===== config.mk =====
export PLATFORM = sky130hd
export DESIGN_NAME = spi_master_flat
export DESIGN_NICKNAME = d
export VERILOG_FILES = /design/src/rtl/spi_master_if.sv /design/src/rtl/spi_master.sv /design/src/flat_wrapper.sv
export SDC_FILE = /design/constraint.sdc
export NUM_CORES = 1
export LEC_CHECK = 0
export CAP_MARGIN = 30
export CORE_MARGIN = 2
export CORE_UTILIZATION = 56
export DETAILED_ROUTE_END_ITERATION = 16
export PLACE_DENSITY = 0.85
export SYNTH_ARGS = -nofsm -noshare
export SYNTH_HDL_FRONTEND = slang
export SYNTH_SLANG_ARGS = --single-unit
export TNS_END_PERCENT = 10

===== constraint.sdc =====
create_clock -name clk -period 2.54 [get_ports clk]
set_input_delay 0.508 -clock clk [delete_from_list [all_inputs] [get_ports clk]]
set_output_delay 0.508 -clock clk [all_outputs]
set_load 0.005 [all_outputs]

===== src/rtl/spi_master_if.sv =====
// spi_master_if: host handshake plus SPI pins of the register-access initiator.
// The master modport is the initiator's view; slave is the host/target side.
interface spi_master_if #(
    parameter int ADDRSZ  = 7,
    parameter int PAYLOAD = 8
);
    logic               start;
    logic               rw;
    logic [ADDRSZ-1:0]  addr;
    logic [PAYLOAD-1:0] wdata;
    logic               busy;
    logic               done;
    logic [PAYLOAD-1:0] rdata;
    logic               rdata_valid;
    logic               SCLK;
    logic               SSB;
    logic               MOSI;
    logic               MISO;

    modport master (
        input  start, rw, addr, wdata, MISO,
        output busy, done, rdata, rdata_valid, SCLK, SSB, MOSI
    );

    modport slave (
        output start, rw, addr, wdata, MISO,
        input  busy, done, rdata, rdata_valid, SCLK, SSB, MOSI
    );
endinterface


===== src/rtl/spi_master.sv =====
// spi_master: SPI mode-0 initiator for the {rw, addr, data} register-access frame.
// SSB/SCLK/MOSI are generated from clk with programmable setup, half-period, hold and idle gap.
module spi_master #(
    parameter int PKTSZ    = 16,
    parameter int ADDRSZ   = 7,
    parameter int PAYLOAD  = 8,
    parameter int CLKDIV   = 4,
    parameter int CS_SETUP = 4,
    parameter int CS_HOLD  = 4,
    parameter int IDLE_GAP = 4
) (
    input  logic         clk,
    input  logic         reset_n,
    spi_master_if.master bus
);
    localparam int MAX_A = (CLKDIV > CS_SETUP) ? CLKDIV : CS_SETUP;
    localparam int MAX_B = (CS_HOLD > IDLE_GAP) ? CS_HOLD : IDLE_GAP;
    localparam int PW    = $clog2((MAX_A > MAX_B) ? MAX_A : MAX_B) + 1;
    localparam int BW    = $clog2(PKTSZ) + 1;
    localparam logic [PW-1:0] SETUP_L = PW'(CS_SETUP - 1);
    localparam logic [PW-1:0] DIV_L   = PW'(CLKDIV - 1);
    localparam logic [PW-1:0] HOLD_L  = PW'(CS_HOLD - 1);
    localparam logic [PW-1:0] GAP_L   = PW'(IDLE_GAP - 1);
    localparam logic [BW-1:0] PKT_B   = BW'(PKTSZ);
    localparam logic [BW-1:0] CAP_B   = BW'(ADDRSZ + 1);

    typedef enum logic [2:0] {IDLE, SETUP, HIGH, LOW, HOLD, GAP} state_e;

    state_e             state_q;
    logic [PW-1:0]      ph_q;
    logic [BW-1:0]      bit_q;
    logic [PKTSZ-1:0]   tx_q;
    logic [PAYLOAD-1:0] rx_q;
    logic [PAYLOAD-1:0] rdata_q;
    logic [1:0]         miso_q;
    logic               rw_q;
    logic               sclk_q;
    logic               ssb_q;
    logic               mosi_q;
    logic               busy_q;
    logic               done_q;
    logic               rdv_q;
    logic               ph_end;

    always_comb begin
        ph_end = (state_q == SETUP) ? (ph_q == SETUP_L) :
                 (state_q == HOLD)  ? (ph_q == HOLD_L)  :
                 (state_q == GAP)   ? (ph_q == GAP_L)   : (ph_q == DIV_L);
    end

    always_ff @(posedge clk) begin
        if (!reset_n) begin
            state_q <= IDLE;
            ph_q    <= '0;
            bit_q   <= '0;
            tx_q    <= '0;
            rx_q    <= '0;
            rdata_q <= '0;
            miso_q  <= '0;
            rw_q    <= 1'b0;
            sclk_q  <= 1'b0;
            ssb_q   <= 1'b1;
            mosi_q  <= 1'b0;
            busy_q  <= 1'b0;
            done_q  <= 1'b0;
            rdv_q   <= 1'b0;
        end else begin
            miso_q <= {miso_q[0], bus.MISO};
            done_q <= 1'b0;
            rdv_q  <= 1'b0;
            ph_q   <= ph_end ? '0 : ph_q + 1'b1;
            case (state_q)
                IDLE: begin
                    ph_q <= '0;
                    if (bus.start) begin
                        // first bit goes out directly; tx_q holds the remaining bits
                        tx_q    <= {bus.addr, bus.wdata, 1'b0};
                        mosi_q  <= bus.rw;
                        rw_q    <= bus.rw;
                        ssb_q   <= 1'b0;
                        busy_q  <= 1'b1;
                        bit_q   <= '0;
                        state_q <= SETUP;
                    end
                end
                SETUP: begin
                    if (ph_end) begin
                        sclk_q  <= 1'b1;
                        bit_q   <= BW'(1);
                        state_q <= HIGH;
                    end
                end
                HIGH: begin
                    if (ph_end) begin
                        sclk_q  <= 1'b0;
                        mosi_q  <= tx_q[PKTSZ-1];
                        tx_q    <= {tx_q[PKTSZ-2:0], 1'b0};
                        state_q <= LOW;
                    end
                end
                LOW: begin
                    if (ph_end) begin
                        if (bit_q < PKT_B) begin
                            sclk_q  <= 1'b1;
                            bit_q   <= bit_q + 1'b1;
                            state_q <= HIGH;
                            // rising edge bit_q+1 falls in the data field
                            if (rw_q && bit_q >= CAP_B)
                                rx_q <= {rx_q[PAYLOAD-2:0], miso_q[1]};
                        end else begin
                            state_q <= HOLD;
                        end
                    end
                end
                HOLD: begin
                    if (ph_end) begin
                        ssb_q   <= 1'b1;
                        done_q  <= 1'b1;
                        rdv_q   <= rw_q;
                        state_q <= GAP;
                        if (rw_q)
                            rdata_q <= rx_q;
                    end
                end
                GAP: begin
                    if (ph_end) begin
                        busy_q  <= 1'b0;
                        state_q <= IDLE;
                    end
                end
                default: state_q <= IDLE;
            endcase
        end
    end

    assign bus.SCLK        = sclk_q;
    assign bus.SSB         = ssb_q;
    assign bus.MOSI        = mosi_q;
    assign bus.busy        = busy_q;
    assign bus.done        = done_q;
    assign bus.rdata       = rdata_q;
    assign bus.rdata_valid = rdv_q;
endmodule


===== src/flat_wrapper.sv =====
// flat-port wrapper written by rule: the top's interface ports become plain ports
module spi_master_flat 
#(
    parameter int PKTSZ    = 16,
    parameter int ADDRSZ   = 7,
    parameter int PAYLOAD  = 8,
    parameter int CLKDIV   = 4,
    parameter int CS_SETUP = 4,
    parameter int CS_HOLD  = 4,
    parameter int IDLE_GAP = 4
)
  (clk, reset_n, bus_start, bus_rw, bus_addr, bus_wdata, bus_MISO, bus_busy, bus_done, bus_rdata, bus_rdata_valid, bus_SCLK, bus_SSB, bus_MOSI);
  spi_master_if #(.ADDRSZ(ADDRSZ), .PAYLOAD(PAYLOAD)) bus_i ();
  input  logic clk;
  input  logic reset_n;
  input wire logic [$bits(bus_i.start)-1:0] bus_start;
  input wire logic [$bits(bus_i.rw)-1:0] bus_rw;
  input wire logic [$bits(bus_i.addr)-1:0] bus_addr;
  input wire logic [$bits(bus_i.wdata)-1:0] bus_wdata;
  input wire logic [$bits(bus_i.MISO)-1:0] bus_MISO;
  output wire logic [$bits(bus_i.busy)-1:0] bus_busy;
  output wire logic [$bits(bus_i.done)-1:0] bus_done;
  output wire logic [$bits(bus_i.rdata)-1:0] bus_rdata;
  output wire logic [$bits(bus_i.rdata_valid)-1:0] bus_rdata_valid;
  output wire logic [$bits(bus_i.SCLK)-1:0] bus_SCLK;
  output wire logic [$bits(bus_i.SSB)-1:0] bus_SSB;
  output wire logic [$bits(bus_i.MOSI)-1:0] bus_MOSI;
  assign bus_i.start = bus_start;
  assign bus_i.rw = bus_rw;
  assign bus_i.addr = bus_addr;
  assign bus_i.wdata = bus_wdata;
  assign bus_i.MISO = bus_MISO;
  assign bus_busy = bus_i.busy;
  assign bus_done = bus_i.done;
  assign bus_rdata = bus_i.rdata;
  assign bus_rdata_valid = bus_i.rdata_valid;
  assign bus_SCLK = bus_i.SCLK;
  assign bus_SSB = bus_i.SSB;
  assign bus_MOSI = bus_i.MOSI;
  spi_master #(.PKTSZ(PKTSZ), .ADDRSZ(ADDRSZ), .PAYLOAD(PAYLOAD), .CLKDIV(CLKDIV), .CS_SETUP(CS_SETUP), .CS_HOLD(CS_HOLD), .IDLE_GAP(IDLE_GAP)) u_core (.clk(clk), .reset_n(reset_n), .bus(bus_i));
endmodule

### Word-level counts from Yosys, hierarchy flattened

Cells that the tools add are included.

* memory bits (read-only): 0
* memories: 0
* RAM bits: 0
* bits of input ports: 20
* register bits after elaboration: 52
* latch bits: 0

* reduce and logical (&&, ||, !) cells: 19
* $mul: 0
* mux-type cells: 29
* $add $sub $neg: 2
* shift operators: 0
* order comparisons: 2
* div/mod/pow operators: 0
* equality and inequality tests: 13
* bitwise gates (word level): 1

Operators by type and width (number)
* 2-to-1 mux 16 bit: 2
* case mux 16 bit (2 select lines): 1
* 2-to-1 mux 3 bit: 7
* 2-to-1 mux 5 bit: 4
* case mux 3 bit (6 select lines): 1
* case mux 5 bit (3 select lines): 1
* AND reduction 3 bit: 5
* != test 2 x 1 -> 1 bit (second input constant): 6
* AND reduction 5 bit: 2
* == test 3 x 2 -> 1 bit (second input constant): 3
* 2-to-1 mux 1 bit: 9
* == test 3 bit (second input constant): 2
* case mux 1 bit (2 select lines): 3
* AND reduction 6 bit: 1
* nonzero test 2 bit: 3
* nonzero test 3 bit: 2
* adder 5 x 1 -> 5 bit (second input constant): 1
* greater-or-equal comparator 5 x 4 -> 1 bit (second input constant): 1
* < comparator 5 bit (second input constant): 1
* AND reduction 2 bit: 2
* AND reduction 4 bit: 1
* adder 3 x 1 -> 3 bit (second input constant): 1
* == test 3 x 1 -> 1 bit (second input constant): 1
* logical NOT 3 bit: 1
* other kinds (5): 5

### Depth between registers and ports, before layout

Gate-level depths: netlist (run 1).

* word-level depth: 4
* gate-level depth with buffers: 7
* depth with buffers taken out: 6

### Least setup slack after synthesis (run 1)

Ideal clock, no wire load.

* kind: reg-to-reg
* from: reg u_core.ph_q[0]
* to: reg u_core.rx_q[0]
* library setup time: 0.116 ns
* arrival time: 1.579 ns
* stages on the path, launching flop included: 7
* path buffers: 0
* required time: 2.424 ns
* clock period less this slack: 1.695 ns
* path slack: 0.845 ns
* cell sequence: dfxtp_1 ha_1 ha_1 nand4b_2 nor4_4 mux2i_1 nor2b_1

* word-level cells in the longest chain between the ends: 2

RTL lines
* start, declared: line spi_master.sv:30 `logic [PW-1:0] ph_q;`
* start signal, assigned: line spi_master.sv:71 `ph_q <= ph_end ? '0 : ph_q + 1'b1;`
* == test 3 x 2 -> 1 bit: line spi_master.sv:46, spi_master.sv:47, spi_master.sv:48
* AND reduction 4 bit (no line)
* end signal, assigned: line spi_master.sv:109 `rx_q <= {rx_q[PAYLOAD-2:0], miso_q[1]};`
* end, declared: line spi_master.sv:33 `logic [PAYLOAD-1:0] rx_q;`

No other way between the ends.
A chain may end at the register's enable or synchronous reset.

### Final worst setup path (run 1)

* from: reg u_core.ph_q[0]
* to: reg u_core.rx_q[2]

The elaborated chain is that of the path after synthesis.

==> results of run 1 <==
## state kept, by name, indices dropped and copies added, names as in the netlist, 2 cells and up
signal and flops:
u_core.bit_q 5, u_core.rx_q 8, u_core.state_q 3, u_core.miso_q 2, u_core.ph_q 3, u_core.bus.rdata 8
u_core.tx_q 15
## logic make-up (layout without fill, tap and decap cells)
kind of cell | Yosys count | count (layout) | synth area share (%)
AO/OA/AOI/OAI | 51 | 51 | 12.5
buffers and inverters | 24 | 52 | 5.07
flip-flops | 51 | 51 | 46.0
multiplexers | 35 | 35 | 15.8
adder cells (fa/ha/maj) | 5 | 5 | 2.82
AND/OR/NAND/NOR | 63 | 63 | 17.8
## report_power, final
| group | switching (uW) | internal, uW | total (uW) |
|---|---|---|---|
| combinational | 52.9 | 65.9 | 119 |
| clock | 269 | 222 | 491 |
| sequential | 19.9 | 828 | 848 |
## metal layers
layer	vias up	share of wire, %	global-route usage [%]
met4	0	1.8	8.16
met5	-	0	0
li1	858	-	-
met2	44	45	31.1
met3	7	5.5	6.93
met1	725	48	24.8
## critical path, cell delays in order, from the launching register on
cell                       delay (ns)
sky130_fd_sc_hd__dfxtp_1         0.34
sky130_fd_sc_hd__ha_1            0.18
sky130_fd_sc_hd__ha_1            0.29
sky130_fd_sc_hd__nand4b_2        0.18
sky130_fd_sc_hd__nor4_4          0.56
sky130_fd_sc_hd__mux2i_1         0.27
sky130_fd_sc_hd__nor2b_1         0.07
## cell usage in the layout (no fill, tap or decap), types with 3 or more instances in the layout
cell type,Yosys,layout
sky130_fd_sc_hd__clkbuf_8,0,6
sky130_fd_sc_hd__o21ai_0,23,23
sky130_fd_sc_hd__mux2i_1,35,35
sky130_fd_sc_hd__nand2_1,11,11
sky130_fd_sc_hd__a21oi_1,20,20
sky130_fd_sc_hd__clkdlybuf4s50_1,0,33
sky130_fd_sc_hd__nor2_1,7,7
sky130_fd_sc_hd__and2_1,4,4
sky130_fd_sc_hd__inv_1,8,8
sky130_fd_sc_hd__ha_1,5,5
sky130_fd_sc_hd__nor3_1,3,3
sky130_fd_sc_hd__nor2b_1,18,18
sky130_fd_sc_hd__dfxtp_1,51,51
## how the worst min path moves through the flow
stage / slack (ns) / start / cells past startpoint / end
after floorplan: 0.40 / u_core.ph_q[0]$_SDFF_PP0_ / 1 / u_core.ph_q[0]$_SDFF_PP0_
after global routing: 0.47 / u_core.miso_q[0]$_SDFF_PN0_ / 1 / u_core.miso_q[1]$_SDFF_PN0_
after CTS: 0.43 / u_core.ph_q[0]$_SDFF_PP0_ / 1 / u_core.ph_q[0]$_SDFF_PP0_
final: 0.43 / u_core.ph_q[0]$_SDFF_PP0_ / 1 / u_core.ph_q[0]$_SDFF_PP0_
after global placement: 0.41 / u_core.ph_q[0]$_SDFF_PP0_ / 1 / u_core.ph_q[0]$_SDFF_PP0_
after detailed placement: 0.42 / u_core.ph_q[0]$_SDFF_PP0_ / 1 / u_core.ph_q[0]$_SDFF_PP0_
## cell type report
class	count	share of cell area, %
clock buffer	6	3.12
clock inverter	2	0.614
inverter	9	1.46
multi-input combinational	154	41.0
sequential	51	38.5
tap	48	2.27
timing repair buffer	35	13.0
## stage by stage
step	instances	total power [uW]
2_1_floorplan	229	935
3_3_place_gp	297	982
3_5_place_dp	297	986
4_1_cts	305	1470
5_1_grt	305	1530
6_report	305	1460
==> impl_metrics.tcl, run 1 <==
set metrics [dict create \
    cp_data_required_time_ns 2.75 \
    finalInstanceArea_sq_um 2650 \
    setup_repair_after_global_routing_missed_its_margin "no" \
    clk_path_buf_depth 2 \
    globalRouteOverflowTotal 0 \
    ys_seq_area_share_pct 46.0 \
    detail_route.wl_per_cell_um 12.7 \
    leakagePower_uw 0.000898 \
    finalCoreUtilization_pct 70.8 \
    report.final.slew_viol_count 0 \
    initial_utilization_pct 59.3 \
    finalSetupViolations 0 \
    grt_usage_pct 19.9 \
    timing.reg2reg.setup_slack_ns 0.55 \
    worst_hold_margin_ns 0.429 \
    final.min_clock_period_ns 1.99 \
    power_per_cell_area_nw_per_um2 550 \
    outcome "complete, no violations" \
    synth-main-ff-cell "sky130_fd_sc_hd__dfxtp_1" \
    die-height_um 67.0 \
    num-fill-cells 296 \
    syn_nets 254 \
    synthDominantAreaCellType "sky130_fd_sc_hd__dfxtp_1" \
    clock-root-buffer "sky130_fd_sc_hd__clkbuf_8" \
    finalClockSkew_ns 0.00605 \
    port-buffer-count 33 \
    cts_hold_buf 0 \
    tritoncts "built" \
    post_route_fraction_of_the_period_consumed_by_the_critical_path_pct 78.3 \
    timing.max_cap.violations 0 \
    ant_nets 0 \
    ff_latch_area_sq_um 1020 \
    core_sq_um 3740 \
    dominant_cells_by_area_after_synthesis "sky130_fd_sc_hd__dfxtp_1, sky130_fd_sc_hd__mux2i_1, sky130_fd_sc_hd__o21ai_0" \
    clock_input_transition_at_the_sequential_cells_of_the_worst_setup_and_hold_paths_ns 0.09 \
    wire_length_of_the_first_global_routing_pass_mm 6.58 \
    multi_input_comb_area_sq_um 1090 \
    detailed_placement_wirelength_estimate_mm 2.63 \
    drt_first_iter_violations 66 \
    syn_area_sq_um 2220 \
    timing.critical_path.from "u_core.ph_q[0]$_SDFF_PP0_" \
    worstSetupEndpointType "flip-flop" \
    grt_max_degree 53 \
    route.detailed.vias_per_inst 5.36 \
    cts_inserted_buffers 5 \
    cts_post_setup_buffers_inserted 0 \
    totalWireLength_mm 3.88 \
    die_area_sq_um 4480 \
    peakVddDrop_mv 0.459 \
    layout-drive-gt1-share_pct 6.61 \
    yosysWarnings 0 \
    antenna-diode-count 0 \
    place_ws_ns 0.234 \
    grt_antenna_before_repair 0 \
    cts-htree-levels 2 \
    syn_inst 229 \
    yosys-top-cells-count "sky130_fd_sc_hd__dfxtp_1, sky130_fd_sc_hd__mux2i_1, sky130_fd_sc_hd__o21ai_0" \
    drt_pre_antenna_iters 4 \
    cp-endpoint "u_core.rx_q[2]$_SDFFE_PN0P_" \
    max_slew_margin_pct 52.0 \
    fin_tns_setup_ns 0 \
    setup.worst_path.start_class "flip-flop" \
    fmaxAchievable_mhz 503 \
    cp_max_fo 8 \
    synthesis.area_per_instance_sq_um 9.69 \
    netlist-cell-type-count 36 \
    worstHoldPathType "flip-flop to flip-flop" \
    final_nets 281 \
    std_cell_rows 22 \
    top_level_port_count 34 \
    worst_pin_slew_ns 0.711 \
    synth_top_cell_area_share_pct 46.0 \
    final_critical_path_setup_slack_ns 0.552 \
    area_grow_syn2layout_pct 19.4 \
    critical_path.reg2reg.startpoint "u_core.ph_q[0]$_SDFF_PP0_" \
    num_vias 1634 \
    worst-r2r-cell-count 6 \
    placement.cell_area_sq_um 2550 \
    ys_ff_latch 51 \
    die_x_extent_um 67.0 \
    post_cts.resized_instances 0 \
    path_class "flip-flop to flip-flop" \
    post-synth-top-count-cell "sky130_fd_sc_hd__dfxtp_1" \
    detail_route.drc_violations 0 \
    routability_congestion_estimate 0.784 \
    clk-insertion-delay-late_ns 0.31 \
    arr_time_crit_path_ns 2.20 \
    timing.final.hold_violations 0 \
    total_number_of_clock_tree_sinks 51 \
    synth_edf_count 0 \
    rr_endpoint "u_core.rx_q[2]$_SDFFE_PN0P_" \
    asyncSetResetFlopFracSynth_pct 0 \
    vias_in_the_first_global_route 1470 \
]
(Power assumes the default switching activity.)
==> inputs of run 2 (changes only) <==
- CORE_UTILIZATION: 56 -> 48
- PLACE_DENSITY: 0.85 -> 0.78
- clock period: 2.54 -> 1.6 ns (I/O delays scaled with it)
==> run 2 against run 1 <==
The run now ends with setup timing left. Total power rose by 62%. Clock skew rose by 0.0011 ns. Die area rose by 16%. Via count rose by 8.2%. Sequential share of layout area fell by 3.4 points. Core utilization fell by 4.5 points. Maximum frequency rose by 17%. Global-route usage fell by 2.0 points. Setup slack got worse by 0.65 ns. Wire length rose by 15%. Sequential power rose by 59%. Critical endpoint is now u_core.rx_q[5]$_SDFFE_PN0P_.
==> impl_metrics.tcl, run 2 (synthesis results as in run 1) <==
set metrics [dict create \
    peakVddDrop_mv 0.619 \
    post_route_fraction_of_the_period_consumed_by_the_critical_path_pct 106 \
    total_number_of_clock_tree_sinks 51 \
    initial_utilization_pct 50.3 \
    clk_path_buf_depth 2 \
    final_critical_path_setup_slack_ns -0.0931 \
    intPower_uw 1810 \
    worstHoldPathType "flip-flop to flip-flop" \
    cp_max_fo 8 \
    cts-htree-levels 2 \
    ant_nets 0 \
    finalClockSkew_ns 0.00719 \
    multi_input_comb_area_sq_um 1130 \
    num-fill-cells 374 \
    totalWireLength_mm 4.45 \
    detail_route.drc_violations 0 \
    clock-root-buffer "sky130_fd_sc_hd__clkbuf_8" \
    routability_congestion_estimate 0.819 \
    std_cell_rows 24 \
    layout.cells.most_common "sky130_fd_sc_hd__dfxtp_1" \
    violations "setup timing" \
    path_class "flip-flop to flip-flop" \
    core_sq_um 4410 \
    timing.final.hold_violations 0 \
    drt_pre_antenna_iters 4 \
    detail_route.wl_per_cell_um 13.5 \
    wire_length_of_the_first_global_routing_pass_mm 7.38 \
    setup_repair_after_global_routing_missed_its_margin "yes" \
    post-place-cells 319 \
    finalInstanceArea_sq_um 2930 \
    detailed_placement_wirelength_estimate_mm 3.05 \
    worst_pin_slew_ns 0.620 \
    worst_hold_margin_ns 0.440 \
    die-height_um 72 \
    net-switching-power_uw 558 \
    die_x_extent_um 72 \
    total_power_uw 2370 \
    grt_usage_pct 17.9 \
    power_frac_clock_pct 33.1 \
    clock_input_transition_at_the_sequential_cells_of_the_worst_setup_and_hold_paths_ns 0.09 \
    clk-insertion-delay-late_ns 0.31 \
    top_level_port_count 34 \
    max_slew_margin_pct 58.1 \
    final.min_clock_period_ns 1.69 \
    seqPwrFrac_pct 56.9 \
    cts_inserted_buffers 5 \
    report.final.slew_viol_count 0 \
    grt_max_degree 32 \
    area_grow_syn2layout_pct 31.8 \
    setup.worst_path.start_class "flip-flop" \
    largest_register_ff_count 15 \
    leakagePower_uw 0.00104 \
    power_per_cell_area_nw_per_um2 809 \
    finalSetupViolations 8 \
    placement.cell_area_sq_um 2740 \
    instances_no_fill 329 \
    largest_register_by_flop_count "u_core.tx_q" \
    vias_in_the_first_global_route 1673 \
    fmaxAchievable_mhz 591 \
    layout-drive-gt1-share_pct 17.0 \
    port-buffer-count 33 \
    cp_data_required_time_ns 1.81 \
    outcome "finished with violations" \
    drt_first_iter_violations 50 \
    globalRouteOverflowTotal 0 \
    netSwitchingFraction_pct 23.6 \
    die_area_sq_um 5180 \
    timing.max_cap.violations 0 \
    ff_latch_area_sq_um 1030 \
    antenna-diode-count 0 \
    comb_power_share_pct 10.0 \
    final_nets 301 \
    mostFrequentLayoutCells "sky130_fd_sc_hd__dfxtp_1, sky130_fd_sc_hd__mux2i_1, sky130_fd_sc_hd__clkdlybuf4s50_1" \
    route.detailed.vias_per_inst 5.37 \
    worstSetupEndpointType "flip-flop" \
    num_vias 1768 \
    place_ws_ns -0.248 \
    arr_time_crit_path_ns 1.90 \
    tritoncts "built" \
    grt_antenna_before_repair 0 \
]
==> run 2: cell count changes in the layout (fill, tap and decap cells not counted), sizes merged <==
cell | previous run | this run
buf | 2 | 21
clkbuf | 6 | 7
==> run 2: power by group through the flow <==
stage / Clock (uW) / Combinational, uW / Sequential, uW
final: 782 / 238 / 1350
after global routing: 845 / 264 / 1350
after CTS: 806 / 222 / 1340
after detailed placement: 0 / 220 / 1370
after global placement: 0 / 215 / 1370
after floorplan: 0 / 121 / 1360
==> run 2: final timing paths <==
path	to	slack, ns	cells past startpoint	start
min	u_core.miso_q[1]$_SDFF_PN0_	0.44	1	u_core.miso_q[0]$_SDFF_PN0_
min reg2reg	u_core.miso_q[1]$_SDFF_PN0_	0.44	1	u_core.miso_q[0]$_SDFF_PN0_
max	u_core.rx_q[5]$_SDFFE_PN0P_	-0.09	7	u_core.ph_q[1]$_SDFF_PP0_
max reg2reg	u_core.rx_q[5]$_SDFFE_PN0P_	-0.09	7	u_core.ph_q[1]$_SDFF_PP0_
==> run 2: repair_timing <==
action | 4_1_cts | 5_1_grt
buffers inserted | 0 | 1
hold buffers | 0 | 0
gates cloned | 0 | 1
gates resized for setup | 1 | 13
setup endpoints to repair | 8 | 29
pin swaps | 0 | 2
==> run 2: per-layer routing <==
metal  track usage, %  part of all wire, %  wire, um
met4             6.71                  1.2        53
met1             23.1                   46      2030
met5                0                    0         0
met3             4.44                  4.7       209
met2             29.0                   48      2150
==> run 2: area by class of cell <==
class / count / share of cell area (%)
Timing Repair Buffer: 55 / 19.2
Clock buffer: 6 / 2.82
Inverter: 9 / 1.33
Tap cell: 52 / 2.22
Sequential cell: 51 / 35.1
Multi-Input combinational cell: 154 / 38.7
Clock inverter: 2 / 0.556
==> run 2: worst max-delay path: stages (launching register included) <==
cell and delay, ns:
sky130_fd_sc_hd__dfxtp_2 0.35, sky130_fd_sc_hd__ha_4 0.14, sky130_fd_sc_hd__ha_4 0.16, sky130_fd_sc_hd__nand4b_4 0.12, sky130_fd_sc_hd__nor4_4 0.37, sky130_fd_sc_hd__buf_12 0.18, sky130_fd_sc_hd__mux2i_2 0.21, sky130_fd_sc_hd__nor2b_1 0.06
==> run 2: stage by stage <==
step	util, %	setup TNS [ns]
detailed placement	62.1	-4.05
floorplan	-	-0.762
global route	66.3	-1.11
global placement	62.1	-3.20
CTS	64.4	-0.0805
finish	66.3	-0.520
==> inputs of run 3 (changes only) <==
- ABC_CLOCK_PERIOD_IN_PS: default -> 1600
==> results of run 3 <==
Final layout, timing and power as in run 2 (identical DEF).
